[config.mk]
export PLATFORM = sky130hd
export DESIGN_NAME = hazard_sched
export DESIGN_NICKNAME = d
export VERILOG_FILES = /design/src/rtl/cpu_pkg.sv /design/src/rtl/hazard_decode.sv /design/src/rtl/hazard_sched.sv
export SDC_FILE = /design/constraint.sdc
export NUM_CORES = 1
export LEC_CHECK = 0
export BUFFER_PORTS_ARGS = -buffer_cell sky130_fd_sc_hd__buf_4
export CORE_ASPECT_RATIO = 0.75
export CORE_MARGIN = 2
export CORE_UTILIZATION = 42
export DETAILED_ROUTE_END_ITERATION = 8
export PLACE_DENSITY = 0.82
export REMOVE_ABC_BUFFERS = 1
export SETUP_SLACK_MARGIN = 0.5
export SLEW_MARGIN = 10
export SYNTH_ARGS = -nofsm -noshare
export SYNTH_HDL_FRONTEND = slang
export SYNTH_SLANG_ARGS = --single-unit
[constraint.sdc]
create_clock -name clk -period 6.8 [get_ports clk]
set_clock_uncertainty 0.2 [all_clocks]
set_input_delay 0.68 -clock clk [delete_from_list [all_inputs] [get_ports clk]]
set_output_delay 0.68 -clock clk [all_outputs]
set_load 0.02 [all_outputs]
[src/rtl/cpu_pkg.sv]
// ============================================================================
// Module      : cpu_pkg
// Description : Shared LEGv8 opcode constants and hazard-scheduler state type.
// Revision    : 1.0 - initial release
// ============================================================================
`default_nettype none

package cpu_pkg;

    // Full 11-bit opcodes (instr[31:21])
    localparam logic [10:0] OP_LDUR   = 11'b111_1100_0010;
    localparam logic [10:0] OP_STUR   = 11'b111_1100_0000;

    // Wildcard classes as mask/match pairs on instr[31:21]
    localparam logic [10:0] BR_MASK   = 11'h0E0;   // instr[28:26] == 3'b101
    localparam logic [10:0] BR_MATCH  = 11'h0A0;
    localparam logic [10:0] R_MASK    = 11'h070;   // instr[27:25] == 3'b101
    localparam logic [10:0] R_MATCH   = 11'h050;
    localparam logic [10:0] D_MASK    = 11'h1F8;   // instr[29:24] == 6'b111000
    localparam logic [10:0] D_MATCH   = 11'h1C0;
    localparam logic [10:0] CB_MASK   = 11'h7F0;   // instr[31:25] == 7'b1011010
    localparam logic [10:0] CB_MATCH  = 11'h5A0;

    localparam logic [4:0]  XZR       = 5'd31;

    typedef enum logic [1:0] {
        RUN        = 2'd0,
        LOAD_STALL = 2'd1,
        BR_FLUSH   = 2'd2
    } hz_state_t;

    function automatic logic op_match(input logic [10:0] op,
                                      input logic [10:0] mask,
                                      input logic [10:0] match);
        return (op & mask) == match;
    endfunction

endpackage

`default_nettype wire

[src/rtl/hazard_decode.sv]
// ============================================================================
// Module      : hazard_decode
// Description : Classifies one instruction (load / branch) and extracts the
//               register operands it reads.
// Revision    : 1.0 - initial release
// ============================================================================
`default_nettype none

module hazard_decode
    import cpu_pkg::*;
(
    input  logic [31:0] i_instr,
    output logic        o_is_load,
    output logic        o_is_branch,
    output logic [4:0]  o_src_a,
    output logic        o_src_a_vld,
    output logic [4:0]  o_src_b,
    output logic        o_src_b_vld,
    output logic [4:0]  o_rt
);

    logic [10:0] w_op;
    logic        w_rfmt;
    logic        w_dfmt;
    logic        w_cbfmt;
    logic        w_unused_bits;

    assign w_op        = i_instr[31:21];
    assign o_is_load   = (w_op == OP_LDUR);
    assign o_is_branch = op_match(w_op, BR_MASK, BR_MATCH);
    assign o_rt        = i_instr[4:0];

    // Branch encodings can alias the R-type pattern, so branches are excluded.
    assign w_rfmt  = !o_is_branch && op_match(w_op, R_MASK, R_MATCH);
    assign w_dfmt  = op_match(w_op, D_MASK, D_MATCH);
    assign w_cbfmt = op_match(w_op, CB_MASK, CB_MATCH);

    always_comb begin
        o_src_a     = i_instr[9:5];
        o_src_a_vld = 1'b0;
        o_src_b     = i_instr[20:16];
        o_src_b_vld = 1'b0;
        if (w_rfmt) begin
            o_src_a_vld = 1'b1;
            o_src_b_vld = 1'b1;
        end else if (w_dfmt) begin
            o_src_a_vld = 1'b1;
            if (w_op == OP_STUR) begin
                o_src_b     = i_instr[4:0];
                o_src_b_vld = 1'b1;
            end
        end else if (w_cbfmt) begin
            o_src_a     = i_instr[4:0];
            o_src_a_vld = 1'b1;
        end
    end

    assign w_unused_bits = &{1'b0, i_instr[15:10]};

endmodule

`default_nettype wire

[src/rtl/hazard_sched.sv]
// ============================================================================
// Module      : hazard_sched
// Description : Load-use stall and branch-squash sequencer for the 5-stage
//               LEGv8 pipeline, with saturating hazard event counters.
// Revision    : 1.0 - initial release
// ============================================================================
`default_nettype none

module hazard_sched
    import cpu_pkg::*;
#(
    parameter int LOAD_STALL_CYC = 1,
    parameter int BR_FLUSH_CYC   = 1,
    parameter int CNT_W          = 16
) (
    input  logic             clk,
    input  logic             reset,
    input  logic [31:0]      id_instr,
    input  logic [31:0]      if_instr,
    input  logic             ext_stall,
    output logic             pc_en,
    output logic             ifid_en,
    output logic             ifid_flush,
    output logic             idex_bubble,
    output logic             busy,
    output logic [CNT_W-1:0] load_stalls,
    output logic [CNT_W-1:0] br_flushes
);

    localparam logic [1:0] c_ld_init = 2'(LOAD_STALL_CYC - 1);
    localparam logic [1:0] c_br_init = 2'(BR_FLUSH_CYC - 1);

    hz_state_t        r_state;
    logic [1:0]       r_cnt;
    logic             r_busy;
    logic [CNT_W-1:0] r_load_stalls;
    logic [CNT_W-1:0] r_br_flushes;

    logic       w_id_load, w_id_branch;
    logic [4:0] w_id_rt;
    logic [4:0] w_id_src_a, w_id_src_b;
    logic       w_id_src_a_vld, w_id_src_b_vld;
    logic       w_if_load, w_if_branch;
    logic [4:0] w_if_rt;
    logic [4:0] w_if_src_a, w_if_src_b;
    logic       w_if_src_a_vld, w_if_src_b_vld;
    logic       w_unused_dec;

    hazard_decode u_dec_id (
        .i_instr     (id_instr),
        .o_is_load   (w_id_load),
        .o_is_branch (w_id_branch),
        .o_src_a     (w_id_src_a),
        .o_src_a_vld (w_id_src_a_vld),
        .o_src_b     (w_id_src_b),
        .o_src_b_vld (w_id_src_b_vld),
        .o_rt        (w_id_rt)
    );

    hazard_decode u_dec_if (
        .i_instr     (if_instr),
        .o_is_load   (w_if_load),
        .o_is_branch (w_if_branch),
        .o_src_a     (w_if_src_a),
        .o_src_a_vld (w_if_src_a_vld),
        .o_src_b     (w_if_src_b),
        .o_src_b_vld (w_if_src_b_vld),
        .o_rt        (w_if_rt)
    );

    assign w_unused_dec = &{1'b0, w_id_src_a, w_id_src_b, w_id_src_a_vld,
                            w_id_src_b_vld, w_if_load, w_if_branch, w_if_rt};

    logic w_hit;
    logic w_run;
    logic w_detect_ld;
    logic w_detect_br;
    logic w_ls_active;
    logic w_bf_active;

    assign w_hit = w_id_load && (w_id_rt != XZR) &&
                   ((w_if_src_a_vld && (w_if_src_a == w_id_rt)) ||
                    (w_if_src_b_vld && (w_if_src_b == w_id_rt)));

    assign w_run       = (r_state == RUN);
    assign w_detect_ld = !ext_stall && w_run && w_hit;
    assign w_detect_br = !ext_stall && w_run && !w_hit && w_id_branch;

    // The detection cycle is the first cycle of the event, so the state only
    // drives the controls while cycles remain; the cnt==0 cycle is the exit.
    assign w_ls_active = (r_state == LOAD_STALL) && (r_cnt != 2'd0);
    assign w_bf_active = (r_state == BR_FLUSH) && (r_cnt != 2'd0);

    always_comb begin
        pc_en       = 1'b1;
        ifid_en     = 1'b1;
        ifid_flush  = 1'b0;
        idex_bubble = 1'b0;
        if (reset) begin
            pc_en = 1'b1;
        end else if (ext_stall) begin
            pc_en   = 1'b0;
            ifid_en = 1'b0;
        end else if (w_detect_ld || w_ls_active) begin
            pc_en       = 1'b0;
            ifid_en     = 1'b0;
            idex_bubble = 1'b1;
        end else if (w_detect_br || w_bf_active) begin
            ifid_flush = 1'b1;
        end
    end

    always_ff @(posedge clk or posedge reset) begin
        if (reset) begin
            r_state       <= RUN;
            r_cnt         <= 2'd0;
            r_busy        <= 1'b0;
            r_load_stalls <= '0;
            r_br_flushes  <= '0;
        end else if (!ext_stall) begin
            case (r_state)
                RUN: begin
                    if (w_hit) begin
                        r_state <= LOAD_STALL;
                        r_cnt   <= c_ld_init;
                        r_busy  <= 1'b1;
                        if (r_load_stalls != '1)
                            r_load_stalls <= r_load_stalls + CNT_W'(1);
                    end else if (w_id_branch) begin
                        r_state <= BR_FLUSH;
                        r_cnt   <= c_br_init;
                        r_busy  <= 1'b1;
                        if (r_br_flushes != '1)
                            r_br_flushes <= r_br_flushes + CNT_W'(1);
                    end
                end
                LOAD_STALL, BR_FLUSH: begin
                    if (r_cnt == 2'd0) begin
                        r_state <= RUN;
                        r_busy  <= 1'b0;
                    end else begin
                        r_cnt <= r_cnt - 2'd1;
                    end
                end
                default: begin
                    r_state <= RUN;
                    r_cnt   <= 2'd0;
                    r_busy  <= 1'b0;
                end
            endcase
        end
    end

    assign busy        = r_busy;
    assign load_stalls = r_load_stalls;
    assign br_flushes  = r_br_flushes;

endmodule

`default_nettype wire

Yosys cells after proc, flatten, opt, wreduce, memory -nomap -nowiden
Cells that the tools add are included.
{ "op_classes": {"reduce_logical": 25, "multipliers": 0, "n_bitwise": 2, "div": 0, "eq_ne": 17, "shifts": 0, "muxes": 34, "n_lt_le_gt_ge": 0, "addsub": 3} }
{ "op_table": {"columns": ["op", "n"], "rows": [
  ["16-bit by 1-bit adder with 16-bit output (second input constant)", 2],
  ["16-bit inequality test (second input constant)", 2],
  ["5-bit 2-to-1 mux", 6],
  ["11-bit equality test (second input constant)", 2],
  ["1-bit 2-to-1 mux", 19],
  ["2-bit 2-to-1 mux", 6],
  ["1-bit logical AND", 11],
  ["5-bit equality test", 2],
  ["3-bit equality test (second input constant)", 3],
  ["2-bit case mux with 2 select lines", 2],
  ["7-bit equality test (second input constant)", 1],
  ["6-bit equality test (second input constant)", 1],
  ["3-bit AND reduction", 2],
  ["5-bit inequality test (second input constant)", 1],
  ["5-bit AND reduction", 1],
  ["2-bit logical NOT", 2],
  ["2-bit inequality test (second input constant)", 2],
  ["4-bit AND reduction", 1],
  ["1-bit logical NOT", 3],
  ["1-bit logical OR", 3],
  ["3-bit inequality test (second input constant)", 1],
  ["2-bit by 1-bit equality test with 1-bit output (second input constant)", 1],
  ["2-bit equality test (second input constant)", 1],
  ["1-bit NOT", 2],
  ["4 further kinds", 4]
]} }
{ "word_totals": {"register_bits": 37, "latch_bits": 0, "input_bits": 67, "n_memories": 0, "wordCells": 86, "mem_bits_ro": 0, "ramBits": 0} }

Depth between registers and ports, before layout
Gate-level depths: netlist (run 1).
{ "depth": {"ltp_word": 16, "depth_mapped": 10, "depth_no_buf": 9} }

Hierarchy
A second synthesis (run 1) with hierarchy kept.
{ "unflattened": {"hier_cells": 267, "hier_area_um2": 2608.8} }
{ "by_module_without_submodules": {"columns": ["module", "cells_each", "area_per_inst_um2", "n_inst"], "rows": [
  ["hazard_sched", 209, 2070.7, 1],
  ["hazard_decode", 29, 269.0, 2]
]} }

Worst setup path before layout (run 1)
OpenSTA, ideal clock, no wires.
{ "synth_timing": {"path_kind": "input to output", "start": "input port if_instr[25]", "end": "output port pc_en", "cell_stages": 9, "required_time_ps": 5920, "arrival_time_ps": 2542, "path_slack_ps": 3378, "cell_sequence": "and4b_1 buf_6 nand4_1 mux2_2 o221ai_2 o32ai_4 a21oi_1 a21o_1 buf_4"} }
{ "synth_via": {"elab_chain_len": 13} }
{ "synth_lines": {"columns": ["item", "line_no", "source"], "rows": [
  ["from (decl)", "hazard_sched.sv:19", "input logic [31:0] if_instr,"],
  ["11-bit equality test or 7-bit equality test (tied branches)", "hazard_decode.sv:48, cpu_pkg.sv:35", null],
  ["5-bit 2-to-1 mux (on tied branches)", "hazard_decode.sv:48, hazard_decode.sv:52", null],
  ["5-bit 2-to-1 mux", "hazard_decode.sv:46", "end else if (w_dfmt) begin"],
  ["5-bit 2-to-1 mux", "hazard_decode.sv:43", "if (w_rfmt) begin"],
  ["5-bit equality test (on tied branches)", "hazard_sched.sv:83, hazard_sched.sv:82", null],
  ["1-bit logical AND (on tied branches)", "hazard_sched.sv:83, hazard_sched.sv:82", null],
  ["1-bit logical OR (*)", "hazard_sched.sv:82", "((w_if_src_a_vld && (w_if_src_a == w_id_rt)) ||"],
  ["1-bit logical AND (*)", "hazard_sched.sv:81", "assign w_hit = w_id_load && (w_id_rt != XZR) &&"],
  ["1-bit logical AND (*)", "hazard_sched.sv:86", "assign w_detect_ld = !ext_stall && w_run && w_hit;"],
  ["1-bit logical OR (*)", "hazard_sched.sv:104", "end else if (w_detect_ld || w_ls_active) begin"],
  ["1-bit 2-to-1 mux (*) (3 in a row)", null, null],
  ["to (decl)", "hazard_sched.sv:21", "output logic pc_en,"]
]} }
Mark *: on every way between the ends. The rest lies on a longest branch, timed or not.

Worst setup path in the final report (run 1)
{ "layout_timing": {"start": "input port if_instr[25]", "end": "output port pc_en"} }
{ "layout_via": {"elab_chain_len": 13} }
{ "layout_lines": {"columns": ["item", "line_no", "source"], "rows": [
  ["11-bit equality test or 7-bit equality test (tied branches)", "hazard_decode.sv:48, cpu_pkg.sv:35", null],
  ["5-bit 2-to-1 mux (on tied branches)", "hazard_decode.sv:48, hazard_decode.sv:52", null],
  ["5-bit 2-to-1 mux", "hazard_decode.sv:46", null],
  ["5-bit 2-to-1 mux", "hazard_decode.sv:43", null],
  ["5-bit equality test (on tied branches)", "hazard_sched.sv:83, hazard_sched.sv:82", null],
  ["1-bit logical AND (on tied branches)", "hazard_sched.sv:83, hazard_sched.sv:82", null],
  ["1-bit logical OR (*)", "hazard_sched.sv:82", null],
  ["1-bit logical AND (*)", "hazard_sched.sv:81", null],
  ["1-bit logical AND (*)", "hazard_sched.sv:86", null],
  ["1-bit logical OR (*)", "hazard_sched.sv:104", null],
  ["1-bit 2-to-1 mux (*)", "hazard_sched.sv:104", null],
  ["1-bit 2-to-1 mux (*)", "hazard_sched.sv:101", "end else if (ext_stall) begin"],
  ["1-bit 2-to-1 mux (*)", "hazard_sched.sv:99", "if (reset) begin"]
]} }
Marks and branches as above.

==> reports/metrics.cfg, run 1 <==
[detailed_routing]
postRouteWirelength_um=5610
met1_length_um=2570
drtAntennaViolNets=0
detailroute.via_count=2126
viasPerCell=5.24
wl_per_cell_um=13.8
drt_iter0_markers=111
routed.top_layer=met4
met2_length_um=2580
drc=0
drt-pass1-iter-count=5
wl_met3_um=356

[run_status]
status=finished, final reports clean

[synthesis]
synth_area_leaders=dfrtp_1 39%, xnor2_1 10%, nand4_1 4.8%, ha_1 3.2%, inv_1 3.2%
synth_warnings=0
synth_common_cells=37 x dfrtp_1, 28 x xnor2_1, 20 x inv_1
synth.distinct_cells=53
syn-instance-count=246
netlist.area_leader.share_pct=39.1
ys.flop_type=dfrtp_1
ys_seq_area_share_pct=39.1
synth-seq-cells=37
avgSynthCellArea_um2=9.62
async_reset_ff_share_pct=100
yosysMostFrequentCell=dfrtp_1
synth-edff-count=0
synth.largest_area_cell=dfrtp_1
synth_area_um2=2370

[grt]
grt_start_max_net_pins=38
grt_pass1_wl_um=9470
antenna_found_initial=0
grtUsageTotal_pct=18.5
grt-ovfl-total=0
grt_pass1_vias=2044

[clocking]
clk_pin_slew_ns=0.07
cts_num_sinks=37
ctsRootBufferMaster=clkbuf_8
hold_buffers=0
numCtsBuffers=5
cts_tree=built
cts_resized=0
clockBufferDepth=2
cts_setup_buffers=0
clock_latency_ns=0.28
h-tree-depth=2

[sta]
setup_viol=0
worstMarginPinSlew_ns=0.655
relSlewSlack_pct=56.2
finalMaxSlewViolations=0
fin_crit_sh_pct=55.9
fin_crit_ns=3.80
hold_viol=0
rsz0062_at_grt=false
max_freq_ghz=0.263
final.setup.tns_ns=0
holdWs_ns=0.297

[setup_path]
path_buf_inv=2
endpoint=pc_en
cpMaxStageDelayCell=and4b_1
rrSetupSlack_ns=4.04
reg2reg_to=load_stalls[13]$_DFFE_PP0P_
cp_top_family=compound AO/OA/AOI/OAI gates
cp_cell_sequence=buf_4, and4b_1, nand4_1, mux2_2, o221ai_2, o32ai_4, a21oi_1, a21o_1, buf_4
rr_worst_depth=7
path_depth=9
cp.required_ns=5.92
worst_setup_path_end_kind=output port
worstReg2RegStart=load_stalls[0]$_DFFE_PP0P_
startpoint=if_instr[25]
worstPathMaxFanout=8
startpoint_type=input port
crit_top_cell=buf_4
worst_ep_arrival_time_ns=2.92
path_class=input port to output port
slowest_delay_ns=0.44

[worst_hold_path]
min_path_type=flip-flop to flip-flop

[cells_and_area]
final_cells=406
fin_nets=403
area_delta_synth_final_pct=31.7
post-route-util_pct=57.9
insertedDiodeCount=0
layout-drive-gt1-share_pct=31.7

[pwr]
power_frac_seq_pct=47.3
clkPwrFrac_pct=28.0
leakage_nw=1.47
p_comb_share_pct=24.8
intPower_w=0.000365
powerDensity_nw_per_um2=169
p_switching_w=0.000162
peakVddDrop_uv=166
sw_frac_of_total_pct=30.7

[die]
io_pins=104
num_rows=23
die_h_um=69
die_w_um=90.7
dieArea_um2=6260
initial_utilization_pct=44.0
core_um2=5380

[flow_run]
cap_violations=0

[place]
gp_congestion=0.932
io_buffers=81
dp.cells=398
dp_hpwl_um=4430

==> power groups by stage <==
stage                     clock [W]  sequential (W)  combinational [W]
after floorplan                   0        0.000262          0.0000634
after global placement            0        0.000252           0.000128
after detailed placement          0        0.000252           0.000131
after CTS                  0.000151        0.000249           0.000131
after global routing       0.000160        0.000252           0.000144
final                      0.000147        0.000249           0.000130
==> how the worst min path moves through the flow <==
| stage | startpoint | to | slack (ns) | depth (start not counted) |
|---|---|---|---|---|
| 3_5_place_dp | r_cnt[1]$_DFFE_PP0P_ | r_cnt[1]$_DFFE_PP0P_ | 0.29 | 1 |
| 4_1_cts | load_stalls[15]$_DFFE_PP0P_ | load_stalls[15]$_DFFE_PP0P_ | 0.30 | 1 |
| 5_1_grt | r_cnt[1]$_DFFE_PP0P_ | r_cnt[1]$_DFFE_PP0P_ | 0.32 | 1 |
| 2_1_floorplan | r_cnt[0]$_DFFE_PP0P_ | r_cnt[0]$_DFFE_PP0P_ | 0.26 | 1 |
| 6_report | r_cnt[1]$_DFFE_PP0P_ | r_cnt[1]$_DFFE_PP0P_ | 0.30 | 1 |
| 3_3_place_gp | r_cnt[1]$_DFFE_PP0P_ | r_cnt[1]$_DFFE_PP0P_ | 0.28 | 1 |
==> registers in the layout, indices dropped and copies added (netlist names) <==
name         flops
load_stalls     16
busy             1
r_state          2
r_cnt            2
br_flushes      16
==> worst reg2reg max path: stages (launching register included) <==
cell and delay [ns]:
dfrtp_1 0.49, ha_1 0.35, and3_1 0.22, a31oi_1 0.26, nand2_1 0.14, o32ai_4 0.60, nand4_1 0.22, xnor2_1 0.18
==> logic make-up after synthesis <==
group,synth area share (%)
buf+inv,4.92
compound gates,11.8
mux,3.17
flops,39.1
xor+xnor,12.6
fa+ha+maj,3.17
simple gates,25.2
==> placed cells by master (no fill, tap or decap), types with 8 or more instances in the layout <==
| cell type | instances |
|---|---|
| dfrtp_1 | 37 |
| inv_1 | 20 |
| xnor2_1 | 28 |
| and3_1 | 8 |
| buf_4 | 82 |
| nor2_1 | 18 |
| nand4_1 | 18 |
| nand3_1 | 13 |
| nand2_1 | 10 |
==> metrics by stage <==
stage	power, W	instance area, um^2	setup WS [ns]
after floorplan	0.000325	2320	3.39
after global placement	0.000380	3030	3.12
after detailed placement	0.000383	3030	3.02
after CTS	0.000530	3120	3.01
after global routing	0.000555	3120	2.90
final	0.000527	3120	3.00
==> metal layers <==
| layer | vias to the layer above | track usage [%] |
|---|---|---|
| li1 | 1040 | - |
| met1 | 1000 | 25.2 |
| met2 | 73 | 28.9 |
| met3 | 13 | 4.37 |
| met4 | 0 | 6.67 |
| met5 | - | 0 |
==> cell type report <==
class                           count  area [um^2]
Clock buffer                        6         72.6
Clock inverter                      2         10.0
Fill cell                         473         2260
Inverter                           20         75.1
Multi-Input combinational cell    184         1320
Sequential cell                    37          926
Tap cell                           75         93.8
Timing Repair Buffer               82          616
Power figures use the tool's default switching activity.
==> inputs of run 2 (changes only) <==
==> constraint.sdc (replaced) <==
create_clock -name clk -period 3.8 [get_ports clk]
set_clock_uncertainty 0.2 [all_clocks]
set_input_delay 0.38 -clock clk [delete_from_list [all_inputs] [get_ports clk]]
set_output_delay 0.38 -clock clk [all_outputs]
set_load 0.02 [all_outputs]
==> run 2 against run 1 <==
Net effect: register-to-register slack got worse by 3.0 ns; clock power rose to 2.7 times the previous value; sequential share of layout area decreased by 0.55 points; final cell count rose by 0.25%; die area is the same; worst hold slack got worse by 0.28 ns; critical path depth did not move; global-route usage increased by 0.52 points; routed wire length increased by 0.37%; setup slack worse by 2.4 ns.
==> reports/metrics.cfg, run 2 (synthesis gave the netlist of run 1 again) <==
[setup_path]
rrSetupSlack_ns=1.00
cp.required_ns=3.22
startpoint_type=input port
worst_setup_path_end_kind=output port
slowest_delay_ns=0.49
cpMaxStageDelayCell=nor3_1
worst_ep_arrival_time_ns=2.60
cp_cell_sequence=buf_4, nor4_1, nand4_1, nor3_1, inv_1, o32ai_4, a21oi_1, nor3_1, buf_4
path_class=input port to output port
worstPathMaxFanout=8

[pwr]
finalPower_w=0.00109
peakVddDrop_uv=256
intPower_w=0.000788
clkPwrFrac_pct=37.1
powerDensity_nw_per_um2=343
sw_frac_of_total_pct=27.7
leakage_nw=1.50
p_switching_w=0.000301
power_frac_seq_pct=41.0
p_comb_share_pct=22.0

[place]
io_buffers=81
gp_congestion=0.935
dp_hpwl_um=4390
postPlaceCellArea_um2=3040

[sta]
hold_viol=0
relSlewSlack_pct=59.0
setup_viol=0
max_freq_ghz=0.315
final.setup.tns_ns=0
rsz0062_at_grt=false
worstMarginPinSlew_ns=0.615
fin_crit_sh_pct=83.6
fin_crit_ns=3.18
finalMaxSlewViolations=0

[grt]
grt_pass1_wl_um=9820
grt-ovfl-total=0
grt_start_max_net_pins=38
antenna_found_initial=0
grtUsageTotal_pct=19.0
grt_pass1_vias=2141

[cells_and_area]
insertedDiodeCount=0
layout_commonest_cell=buf_4
area_delta_synth_final_pct=34.2
fin_nets=404
layout-drive-gt1-share_pct=32.2
final_cell_mix=83 x buf_4, 37 x dfrtp_1, 28 x xnor2_1
post-route-util_pct=59.0
final_area_um2=3180

[clocking]
h-tree-depth=2
numCtsBuffers=5
clk_pin_slew_ns=0.08
hold_buffers=0
clock_latency_ns=0.29
cts_num_sinks=37
clockBufferDepth=2
cts_resized=0
cts_setup_buffers=0
cts_tree=built
ctsRootBufferMaster=clkbuf_8

[die]
io_pins=104
dieArea_um2=6260
die_h_um=69
initial_utilization_pct=44.0
core_um2=5380
die_w_um=90.7
num_rows=23

[worst_hold_path]
min_path_type=input port to async pin

[flow_run]
cap_violations=0

[detailed_routing]
viasPerCell=5.24
drt-pass1-iter-count=4
drtAntennaViolNets=0
wl_per_cell_um=13.8
detailroute.via_count=2134
drc=0
drt_iter0_markers=128
postRouteWirelength_um=5630

[run_status]
status=finished, final reports clean

==> run 2: changes by cell type in the layout (fill, tap and decap cells not counted) <==
| cell | delta |
|---|---|
| clkbuf_1 | -1 |
| bufinv_16 | +2 |
| clkinv_2 | -1 |
| buf_4 | +1 |
==> run 2: power by group through the flow <==
stage	combinational, W	sequential (W)	clock, W
global route	0.000261	0.000452	0.000433
floorplan	0.000113	0.000469	0
CTS	0.000239	0.000446	0.000410
finish	0.000239	0.000446	0.000404
global placement	0.000229	0.000451	0
detailed placement	0.000237	0.000452	0
==> run 2: final timing paths <==
check | from | depth (start not counted) | to
setup / recovery | id_instr[21] | 9 | idex_bubble
hold / removal | reset | 3 | br_flushes[3]$_DFFE_PP0P_
setup reg to reg | load_stalls[0]$_DFFE_PP0P_ | 6 | load_stalls[1]$_DFFE_PP0P_
hold reg to reg | load_stalls[15]$_DFFE_PP0P_ | 1 | load_stalls[15]$_DFFE_PP0P_
max in group asynchronous | reset | 3 | load_stalls[10]$_DFFE_PP0P_
min in group clk | ext_stall | 4 | r_cnt[1]$_DFFE_PP0P_
==> run 2: area by class of cell <==
| cell class | instances | area, um^2 |
|---|---|---|
| inverter | 20 | 75.1 |
| tap | 75 | 93.8 |
| clock inverter | 3 | 65.1 |
| multi-input combinational | 184 | 1320 |
| fill | 465 | 2210 |
| sequential | 37 | 926 |
| clock buffer | 5 | 68.8 |
| timing repair buffer | 83 | 623 |
==> run 2: metal layers <==
metal | GRT usage, % | vias to the layer above | part of all wire [%]
li1 | - | 1046 | -
met5 | 0 | - | 0
met3 | 5.14 | 12 | 5.7
met1 | 25.6 | 1015 | 45
met4 | 6.15 | 0 | 1.7
met2 | 29.9 | 61 | 48
==> run 2: metrics by stage <==
step                      hold WS [ns]  cells  setup WS [ns]
after global routing            0.0604    407          0.522
after CTS                       0.0331    407          0.653
after floorplan                  0.256    241          0.994
final                           0.0192    407          0.624
after global placement           0.278    399          0.716
after detailed placement         0.279    399          0.651
==> run 2: critical path: cells and delay by family <==
kind	cells	cell delay (ns)
buffers and inverters	3	0.46
AO/OA/AOI/OAI	2	0.60
AND/OR/NAND/NOR	4	1.16
